===== src/rtl/mult_datapath.sv =====
// Register datapath for a shift-add multiplier. The control FSM steers the
// operand A (shifts left), operand B (shifts right) and the product
// accumulator P one step per clock. This block returns B status to the FSM and
// presents P as the product.
module mult_datapath #(
  parameter int WIDTH = 8
) (
  input  logic               Clk,
  input  logic               reset,     // synchronous, active-low
  input  logic [WIDTH-1:0]   a_in,
  input  logic [WIDTH-1:0]   b_in,
  input  logic               a_enable,
  input  logic               a_L,
  input  logic               b_enable,
  input  logic               b_L,
  input  logic               p_L,
  input  logic               Psel,
  output logic               b_lsb,
  output logic               b_zero,
  output logic [2*WIDTH-1:0] product
);

  logic [2*WIDTH-1:0] a_reg, a_next;
  logic [WIDTH-1:0]   b_reg, b_next;
  logic [2*WIDTH-1:0] p_reg, p_next;

  // A next state: load the zero-extended multiplicand, or shift left by one.
  // a_L is only examined when a_enable is high, so an unknown a_L is harmless.
  always_comb begin
    a_next = a_reg;
    if (a_enable) begin
      if (a_L) a_next = {{WIDTH{1'b0}}, a_in};
      else     a_next = {a_reg[2*WIDTH-2:0], 1'b0};
    end
  end

  // B next state: load the multiplier, or logical shift right by one.
  always_comb begin
    b_next = b_reg;
    if (b_enable) begin
      if (b_L) b_next = b_in;
      else     b_next = {1'b0, b_reg[WIDTH-1:1]};
    end
  end

  // P next state: an operand load always clears the product, ahead of any
  // accumulate request. The add uses A as it stands before this edge.
  always_comb begin
    p_next = p_reg;
    if (a_enable && a_L) begin
      p_next = '0;
    end else if (p_L) begin
      if (Psel) p_next = p_reg + a_reg;
      else      p_next = '0;
    end
  end

  // State registers; an active-low reset clears everything and overrides controls.
  always_ff @(posedge Clk) begin
    if (!reset) begin
      a_reg <= '0;
      b_reg <= '0;
      p_reg <= '0;
    end else begin
      a_reg <= a_next;
      b_reg <= b_next;
      p_reg <= p_next;
    end
  end

  // Status and product come straight from registers: no input-to-output path.
  assign b_lsb   = b_reg[0];
  assign b_zero  = ~|b_reg;
  assign product = p_reg;

endmodule

===== config.mk =====
export PLATFORM = sky130hd
export DESIGN_NAME = mult_datapath
export DESIGN_NICKNAME = d
export VERILOG_FILES = /design/src/rtl/mult_datapath.sv
export SDC_FILE = /design/constraint.sdc
export NUM_CORES = 1
export LEC_CHECK = 0
export ABC_AREA = 1
export CAP_MARGIN = 20
export CORE_ASPECT_RATIO = 1.25
export CORE_MARGIN = 2
export CORE_UTILIZATION = 25
export DETAILED_ROUTE_END_ITERATION = 10
export HOLD_SLACK_MARGIN = 0.06
export SLEW_MARGIN = 15
export SYNTH_ARGS = -nofsm -noshare
export SYNTH_HDL_FRONTEND = slang
export SYNTH_SLANG_ARGS = --single-unit
export TNS_END_PERCENT = 10

===== constraint.sdc =====
create_clock -name Clk -period 4 [get_ports Clk]
set_input_delay 0.8 -clock Clk [delete_from_list [all_inputs] [get_ports Clk]]
set_output_delay 0.8 -clock Clk [all_outputs]
set_load 0.02 [all_outputs]

==> metrics.txt, run 1 <==
# TYPE chip_impl_metric gauge
chip_impl_metric{name="total_number_of_vias",unit=""} 2423
chip_impl_info{name="timing.critical_path.from_type",value="flop"} 1
chip_impl_metric{name="synth.avg_cell_area",unit="sq um"} 6.723
chip_impl_metric{name="synth.ff_latch_count",unit=""} 40
chip_impl_metric{name="pin_count",unit=""} 42
chip_impl_metric{name="post-cts-setup-buffer-count",unit=""} 0
chip_impl_info{name="most_frequently_used_cell_type_in_the_post_synthesis_netlist",value="sky130_fd_sc_hd__nand2_1"} 1
chip_impl_metric{name="routed_wire_length_per_instance",unit="um"} 11.15
chip_impl_metric{name="critPathArrivalTime",unit="ns"} 1.67
chip_impl_metric{name="insertedDiodeCount",unit=""} 0
chip_impl_metric{name="cts_buffers",unit=""} 5
chip_impl_metric{name="synthCells",unit=""} 383
chip_impl_info{name="synth.cells.most_frequent",value="sky130_fd_sc_hd__nand2_1, sky130_fd_sc_hd__inv_1, sky130_fd_sc_hd__dfxtp_1"} 1
chip_impl_metric{name="detail_route.vias_per_cell",unit=""} 4.405
chip_impl_metric{name="clock-sinks",unit=""} 40
chip_impl_metric{name="die-area",unit="sq mm"} 0.01113
chip_impl_metric{name="grt_antenna_before_repair",unit=""} 0
chip_impl_metric{name="cts.repair.resized",unit=""} 0
chip_impl_metric{name="final_hold_viol_count",unit=""} 0
chip_impl_metric{name="finalInstanceArea",unit="sq mm"} 0.003247
chip_impl_metric{name="cp.required",unit="ns"} 3.20
chip_impl_metric{name="clk_transition_reported_paths",unit="ns"} 0.06
chip_impl_metric{name="placeableCoreArea",unit="sq mm"} 0.01005
chip_impl_info{name="criticalPathCategory",value="flop to output port"} 1
chip_impl_metric{name="p_total",unit="mW"} 0.9874
chip_impl_metric{name="grt_pass1_wl",unit="um"} 10600
chip_impl_metric{name="setup-tns-final",unit="ns"} 0
chip_impl_metric{name="final.setup_skew",unit="ns"} 0.003129
chip_impl_metric{name="layout_min_cycle_time",unit="ns"} 2.473
chip_impl_metric{name="pre_cts_ws",unit="ns"} 1.667
chip_impl_metric{name="post-route-period-util",unit="%"} 61.82
chip_impl_metric{name="grt.overflow.total",unit=""} 0
chip_impl_metric{name="synth-seq-area-share",unit="%"} 31.10
chip_impl_metric{name="floorplan.initialDensity",unit="%"} 25.61
chip_impl_metric{name="detailedRoute.firstPassIterationCount",unit=""} 4
chip_impl_metric{name="detailedRoute.firstIterationViolations",unit=""} 65
chip_impl_info{name="synth.area.top_cells",value="sky130_fd_sc_hd__dfxtp_1, sky130_fd_sc_hd__nand2_1, sky130_fd_sc_hd__inv_1, sky130_fd_sc_hd__ha_1, sky130_fd_sc_hd__nand3_1"} 1
chip_impl_metric{name="clock_insertion_delay_worst_skew",unit="ns"} 0.28
chip_impl_metric{name="grtUsageTotal",unit="%"} 11.81
chip_impl_metric{name="synth.cell_area",unit="sq mm"} 0.002575
chip_impl_metric{name="die-width",unit="um"} 94.78
chip_impl_metric{name="ant_nets",unit=""} 0
chip_impl_metric{name="max-slew-margin-rel",unit="%"} 57.56
chip_impl_metric{name="dpl_cell_area",unit="sq mm"} 0.003093
chip_impl_metric{name="max_cap_violations",unit=""} 0
chip_impl_metric{name="total_leakage_power",unit="nW"} 1.541
chip_impl_metric{name="final-setup-viol-count",unit=""} 0
chip_impl_metric{name="htree_levels",unit=""} 2
chip_impl_metric{name="timing_worst_slew_pin_value",unit="ns"} 0.6347
chip_impl_info{name="synth_top_area_cell",value="sky130_fd_sc_hd__dfxtp_1"} 1
chip_impl_metric{name="fp.dieH",unit="um"} 117.5
chip_impl_metric{name="cts_hold_buf",unit=""} 0
chip_impl_metric{name="layout-area-overhead-vs-synth",unit="%"} 26.09
chip_impl_metric{name="warning_count_from_the_yosys_run",unit=""} 0
chip_impl_metric{name="cellPowerDensity",unit="mW/mm^2"} 304.1
chip_impl_metric{name="synth-edff-count",unit=""} 0
chip_impl_metric{name="max_freq",unit="MHz"} 404.4
chip_impl_metric{name="rows",unit=""} 41
chip_impl_metric{name="cts-root-to-sink-buffers",unit=""} 2
chip_impl_metric{name="timing.final.ws_setup",unit="ns"} 1.527
chip_impl_metric{name="globalplace.congestion",unit=""} 0.8489
chip_impl_metric{name="place_hpwl",unit="um"} 4945
chip_impl_metric{name="worstPathMaxFanout",unit=""} 3
chip_impl_info{name="ys.flop_type",value="sky130_fd_sc_hd__dfxtp_1"} 1
chip_impl_metric{name="timing_max_transition_violations_final",unit=""} 0
chip_impl_info{name="cts_root_buf",value="sky130_fd_sc_hd__clkbuf_16"} 1
chip_impl_metric{name="mappedNetlistNets",unit=""} 423
chip_impl_metric{name="async_flop_share",unit="%"} 0
chip_impl_info{name="cts_tree",value="built"} 1
chip_impl_metric{name="netlist.area_leader.share",unit="%"} 31.10
chip_impl_metric{name="wl",unit="um"} 6132
chip_impl_metric{name="drcViolationCount",unit=""} 0
chip_impl_info{name="rsz0062_at_grt",value="false"} 1
chip_impl_metric{name="instances_no_fill",unit=""} 550
chip_impl_metric{name="finish.net_count",unit=""} 460
chip_impl_info{name="cp-end-kind",value="output port"} 1
chip_impl_metric{name="ratio_of_cells_with_drive_above_1_in_the_final_layout",unit="%"} 10.69
chip_impl_metric{name="ys_types",unit=""} 36
chip_impl_info{name="outcome",value="complete, no violations"} 1
chip_impl_metric{name="dpl.cell_count",unit=""} 542
chip_impl_metric{name="grt_pass1_vias",unit=""} 2352
chip_impl_metric{name="largest_net_degree_at_the_start_of_global_routing",unit=""} 25
chip_impl_metric{name="ir_worst_vdd",unit="uV"} 162.3
chip_impl_metric{name="numPortBuffers",unit=""} 41
chip_impl_info{name="hold_path.class",value="flop to flop"} 1
[layer usage]
metal  wire length, um  track usage, %  share of wire, %
met5                 0               0                 0
met1              2744           13.73                45
met2              3017           20.88                49
met3               235           2.113               3.8
met4               133           4.801               2.2
[final cells by class]
cell class              count  area, sq um
inverters                  61        229.0
fillers                  1122         6808
multi-input cells         269         1476
clock buffers               6        138.9
repair buffers             43        425.4
flip-flops and latches     40        800.8
clock inverters             2        15.01
well taps                 129        161.4
[placed cells by master (no fill, tap or decap), types with 3 or more instances in the layout]
| master | netlist | routed |
|---|---|---|
| sky130_fd_sc_hd__a21oi_2 | 5 | 5 |
| sky130_fd_sc_hd__nand2_2 | 11 | 11 |
| sky130_fd_sc_hd__nand2_1 | 107 | 107 |
| sky130_fd_sc_hd__nor2_1 | 23 | 23 |
| sky130_fd_sc_hd__inv_2 | 4 | 4 |
| sky130_fd_sc_hd__a21oi_1 | 24 | 24 |
| sky130_fd_sc_hd__clkbuf_16 | 0 | 5 |
| sky130_fd_sc_hd__ha_1 | 15 | 15 |
| sky130_fd_sc_hd__nand3_2 | 7 | 7 |
| sky130_fd_sc_hd__nand3_1 | 27 | 27 |
| sky130_fd_sc_hd__dfxtp_1 | 40 | 40 |
| sky130_fd_sc_hd__o211ai_1 | 15 | 15 |
| sky130_fd_sc_hd__clkdlybuf4s50_1 | 0 | 41 |
| sky130_fd_sc_hd__nor3_1 | 6 | 6 |
| sky130_fd_sc_hd__inv_1 | 57 | 57 |
| sky130_fd_sc_hd__o21ai_0 | 5 | 5 |
| sky130_fd_sc_hd__nor3_2 | 3 | 3 |
[through the flow]
| stage | utilization, % | hold slack [ns] |
|---|---|---|
| 2_1_floorplan | - | 0.4591 |
| 3_3_place_gp | 30.76 | 0.4844 |
| 3_5_place_dp | 30.76 | 0.4867 |
| 4_1_cts | 32.29 | 0.4954 |
| 5_1_grt | 32.29 | 0.5239 |
| 6_report | 32.29 | 0.4898 |
[worst max-delay path, stage by stage, from the launching register on]
cell and delay [ns]:
sky130_fd_sc_hd__dfxtp_1 0.32, sky130_fd_sc_hd__nor4_1 0.29, sky130_fd_sc_hd__and2_1 0.17, sky130_fd_sc_hd__clkdlybuf4s50_1 0.60
[where the power goes]
part           switching [mW]  internal, mW
clock                   0.164         0.248
sequential             0.0165         0.417
combinational          0.0771        0.0648
total                   0.258         0.729
[worst paths after layout]
kind	startpoint	end	slack, ns	cells after the start
hold reg to reg	product[8]$_SDFFE_PP0P_	product[8]$_SDFFE_PP0P_	0.49	2
setup reg to reg	product[0]$_SDFFE_PP0P_	product[8]$_SDFFE_PP0P_	2.07	10
setup / recovery	b_reg[3]$_SDFFE_PN0P_	b_zero	1.53	3
hold / removal	product[8]$_SDFFE_PP0P_	product[8]$_SDFFE_PP0P_	0.49	2
[cells by family after synthesis]
kind of cell	after synthesis	synth area share (%)
xor gates and xnor gates	1	0.3402
buffers and inverters	74	11.56
adders and majority gates	16	8.066
and+or+nand+nor	196	35.18
DFF	40	31.10
AOI/OAI and AO/OA	56	13.75
(Power assumes the default switching activity.)
==> run 2, diff against run 1 <==
Clock period 4 ns to 2.5 ns, I/O delays scaled along.
==> metrics.txt, run 2 (synthesis results as in run 1) <==
# TYPE chip_impl_metric gauge
chip_impl_metric{name="timing_max_transition_violations_final",unit=""} 0
chip_impl_metric{name="ratio_of_cells_with_drive_above_1_in_the_final_layout",unit="%"} 10.90
chip_impl_metric{name="placeableCoreArea",unit="sq mm"} 0.01005
chip_impl_metric{name="final.setup_skew",unit="ns"} 0.008785
chip_impl_metric{name="worst-path-buf-inv",unit=""} 1
chip_impl_metric{name="die-area",unit="sq mm"} 0.01113
chip_impl_metric{name="pin_count",unit=""} 42
chip_impl_metric{name="finish.net_count",unit=""} 461
chip_impl_metric{name="detailedRoute.firstPassIterationCount",unit=""} 4
chip_impl_metric{name="ir_worst_vdd",unit="uV"} 236.8
chip_impl_metric{name="max-slew-margin-rel",unit="%"} 63.10
chip_impl_metric{name="rows",unit=""} 41
chip_impl_metric{name="post-route-period-util",unit="%"} 86.46
chip_impl_metric{name="final_hold_viol_count",unit=""} 0
chip_impl_metric{name="combPwrFrac",unit="%"} 13.8
chip_impl_info{name="cp-end-kind",value="output port"} 1
chip_impl_metric{name="cts.repair.resized",unit=""} 0
chip_impl_metric{name="grt.overflow.total",unit=""} 0
chip_impl_metric{name="grt_pass1_vias",unit=""} 2384
chip_impl_metric{name="htree_levels",unit=""} 2
chip_impl_metric{name="wl",unit="um"} 6312
chip_impl_metric{name="internal_power_component",unit="mW"} 1.241
chip_impl_metric{name="cts-root-to-sink-buffers",unit=""} 2
chip_impl_info{name="cts_root_buf",value="sky130_fd_sc_hd__clkbuf_16"} 1
chip_impl_metric{name="numPortBuffers",unit=""} 41
chip_impl_metric{name="globalplace.congestion",unit=""} 0.8219
chip_impl_metric{name="switching_share",unit="%"} 25.98
chip_impl_info{name="timing.critical_path.from_type",value="flop"} 1
chip_impl_info{name="criticalPathCategory",value="flop to output port"} 1
chip_impl_metric{name="clock-sinks",unit=""} 40
chip_impl_metric{name="timing.final.ws_setup",unit="ns"} 0.3386
chip_impl_metric{name="largest_net_degree_at_the_start_of_global_routing",unit=""} 25
chip_impl_metric{name="power.switching",unit="mW"} 0.4355
chip_impl_info{name="hold_path.class",value="flop to flop"} 1
chip_impl_metric{name="detailedRoute.firstIterationViolations",unit=""} 71
chip_impl_metric{name="ff2ff_setup_slack",unit="ns"} 0.64
chip_impl_metric{name="critPathArrivalTime",unit="ns"} 1.66
chip_impl_metric{name="layout-area-overhead-vs-synth",unit="%"} 26.92
chip_impl_metric{name="max_cap_violations",unit=""} 0
chip_impl_metric{name="cts_hold_buf",unit=""} 0
chip_impl_metric{name="ant_nets",unit=""} 0
chip_impl_metric{name="clock_insertion_delay_worst_skew",unit="ns"} 0.29
chip_impl_metric{name="clk_transition_reported_paths",unit="ns"} 0.07
chip_impl_metric{name="worstPathMaxFanout",unit=""} 3
chip_impl_metric{name="post-cts-setup-buffer-count",unit=""} 0
chip_impl_info{name="cts_tree",value="built"} 1
chip_impl_metric{name="final-setup-viol-count",unit=""} 0
chip_impl_metric{name="fill_cells",unit=""} 1126
chip_impl_metric{name="detail_route.vias_per_cell",unit=""} 4.483
chip_impl_info{name="worst_path_max_delay_cell",value="sky130_fd_sc_hd__clkdlybuf4s50_1"} 1
chip_impl_metric{name="insertedDiodeCount",unit=""} 0
chip_impl_metric{name="power.share.sequential",unit="%"} 41.3
chip_impl_metric{name="cellPowerDensity",unit="mW/mm^2"} 513.0
chip_impl_metric{name="floorplan.initialDensity",unit="%"} 25.61
chip_impl_metric{name="pre_cts_ws",unit="ns"} 0.4651
chip_impl_info{name="cp_top_family",value="buffers and inverters"} 1
chip_impl_info{name="layout_commonest_cell",value="sky130_fd_sc_hd__nand2_1"} 1
chip_impl_metric{name="grtUsageTotal",unit="%"} 11.67
chip_impl_metric{name="timing_worst_slew_pin_value",unit="ns"} 0.5528
chip_impl_metric{name="max_freq",unit="MHz"} 462.7
chip_impl_metric{name="drcViolationCount",unit=""} 0
chip_impl_metric{name="setup-tns-final",unit="ns"} 0
chip_impl_metric{name="cts_buffers",unit=""} 5
chip_impl_metric{name="worst_path_largest_cell_delay",unit="ns"} 0.60
chip_impl_metric{name="routed_wire_length_per_instance",unit="um"} 11.46
chip_impl_info{name="path_cells",value="nor4_1 -> and2_1 -> clkdlybuf4s50_1"} 1
chip_impl_metric{name="layout_min_cycle_time",unit="ns"} 2.161
chip_impl_info{name="rsz0062_at_grt",value="false"} 1
chip_impl_metric{name="grt_pass1_wl",unit="um"} 10590
chip_impl_metric{name="clockPowerShare",unit="%"} 44.9
chip_impl_metric{name="place_hpwl",unit="um"} 4931
chip_impl_metric{name="total_number_of_vias",unit=""} 2470
chip_impl_metric{name="fp.dieH",unit="um"} 117.5
chip_impl_metric{name="grt_antenna_before_repair",unit=""} 0
chip_impl_metric{name="total_leakage_power",unit="nW"} 1.556
chip_impl_metric{name="cp.required",unit="ns"} 2.00
chip_impl_metric{name="die-width",unit="um"} 94.78
chip_impl_info{name="outcome",value="complete, no violations"} 1
chip_impl_info{name="most-common-layout-cells",value="sky130_fd_sc_hd__nand2_1, sky130_fd_sc_hd__inv_1, sky130_fd_sc_hd__clkdlybuf4s50_1"} 1
-- run 2: changes by cell type in the layout (fill, tap and decap cells not counted) --
| cell | previous run | this run |
|---|---|---|
| sky130_fd_sc_hd__clkinv_2 | 0 | 1 |
| sky130_fd_sc_hd__bufinv_16 | 0 | 1 |
| sky130_fd_sc_hd__buf_4 | 2 | 3 |
| sky130_fd_sc_hd__clkbuf_8 | 1 | 0 |
| sky130_fd_sc_hd__clkinvlp_4 | 2 | 1 |
-- run 2: area by class of cell --
type	count	area, sq um	share of cell area [%]
multi-input cells	269	1476	45.18
flip-flops and latches	40	800.8	24.50
well taps	129	161.4	4.939
clock buffers	5	125.1	3.828
inverters	61	229.0	7.006
clock inverters	3	42.54	1.302
repair buffers	44	432.9	13.25
-- run 2: final timing paths --
check / start / cells past startpoint / end
worst min register to register: product[14]$_SDFFE_PP0P_ / 2 / product[14]$_SDFFE_PP0P_
worst min-delay path: product[14]$_SDFFE_PP0P_ / 2 / product[14]$_SDFFE_PP0P_
worst max register to register: a_reg[0]$_SDFFE_PN0P_ / 10 / product[8]$_SDFFE_PP0P_
worst max-delay path: b_reg[7]$_SDFFE_PN0P_ / 3 / b_zero
-- run 2: worst register-to-register path, cell delays in order, from the launching register on --
cell and delay (ns):
sky130_fd_sc_hd__dfxtp_1 0.36, sky130_fd_sc_hd__ha_1 0.19, sky130_fd_sc_hd__inv_1 0.06, sky130_fd_sc_hd__fa_1 0.36, sky130_fd_sc_hd__inv_1 0.12, sky130_fd_sc_hd__nand3_1 0.08
sky130_fd_sc_hd__nand3_1 0.13, sky130_fd_sc_hd__a21oi_1 0.11, sky130_fd_sc_hd__or2_1 0.21, sky130_fd_sc_hd__nand3_1 0.07, sky130_fd_sc_hd__a21oi_1 0.06
-- run 2: power groups by stage --
stage,Sequential [mW],Combinational [mW],Clock [mW]
after floorplan,0.704,0.148,0
after global placement,0.706,0.229,0
after detailed placement,0.706,0.234,0
after CTS,0.692,0.235,0.760
after global routing,0.695,0.261,0.777
final,0.692,0.232,0.753
-- run 2: routing by layer --
metal	share of wire, %	wire length, um	vias up	GRT usage [%]
met2	51	3200	45	21.32
met5	0	0	-	0
met4	1.6	102	0	3.986
li1	-	-	1303	-
met1	43	2744	1115	13.10
met3	4.2	266	7	2.369
-- run 2: stage by stage --
| stage | power [mW] | hold slack [ns] | instances | utilization [%] | cell area (sq um) |
|---|---|---|---|---|---|
| 2_1_floorplan | 0.8521 | 0.4591 | 383 | - | 2575 |
| 3_3_place_gp | 0.9347 | 0.4793 | 543 | 30.84 | 3100 |
| 3_5_place_dp | 0.9400 | 0.4831 | 543 | 30.84 | 3100 |
| 4_1_cts | 1.686 | 0.4929 | 551 | 32.50 | 3268 |
| 5_1_grt | 1.733 | 0.5101 | 551 | 32.50 | 3268 |
| 6_report | 1.676 | 0.4908 | 551 | 32.50 | 3268 |
==> run 3, diff against run 2 <==
Settings changed: TNS_END_PERCENT 10 to unset.
==> results of run 3 <==
The final DEF is identical to that of run 2; final timing and power are the same.
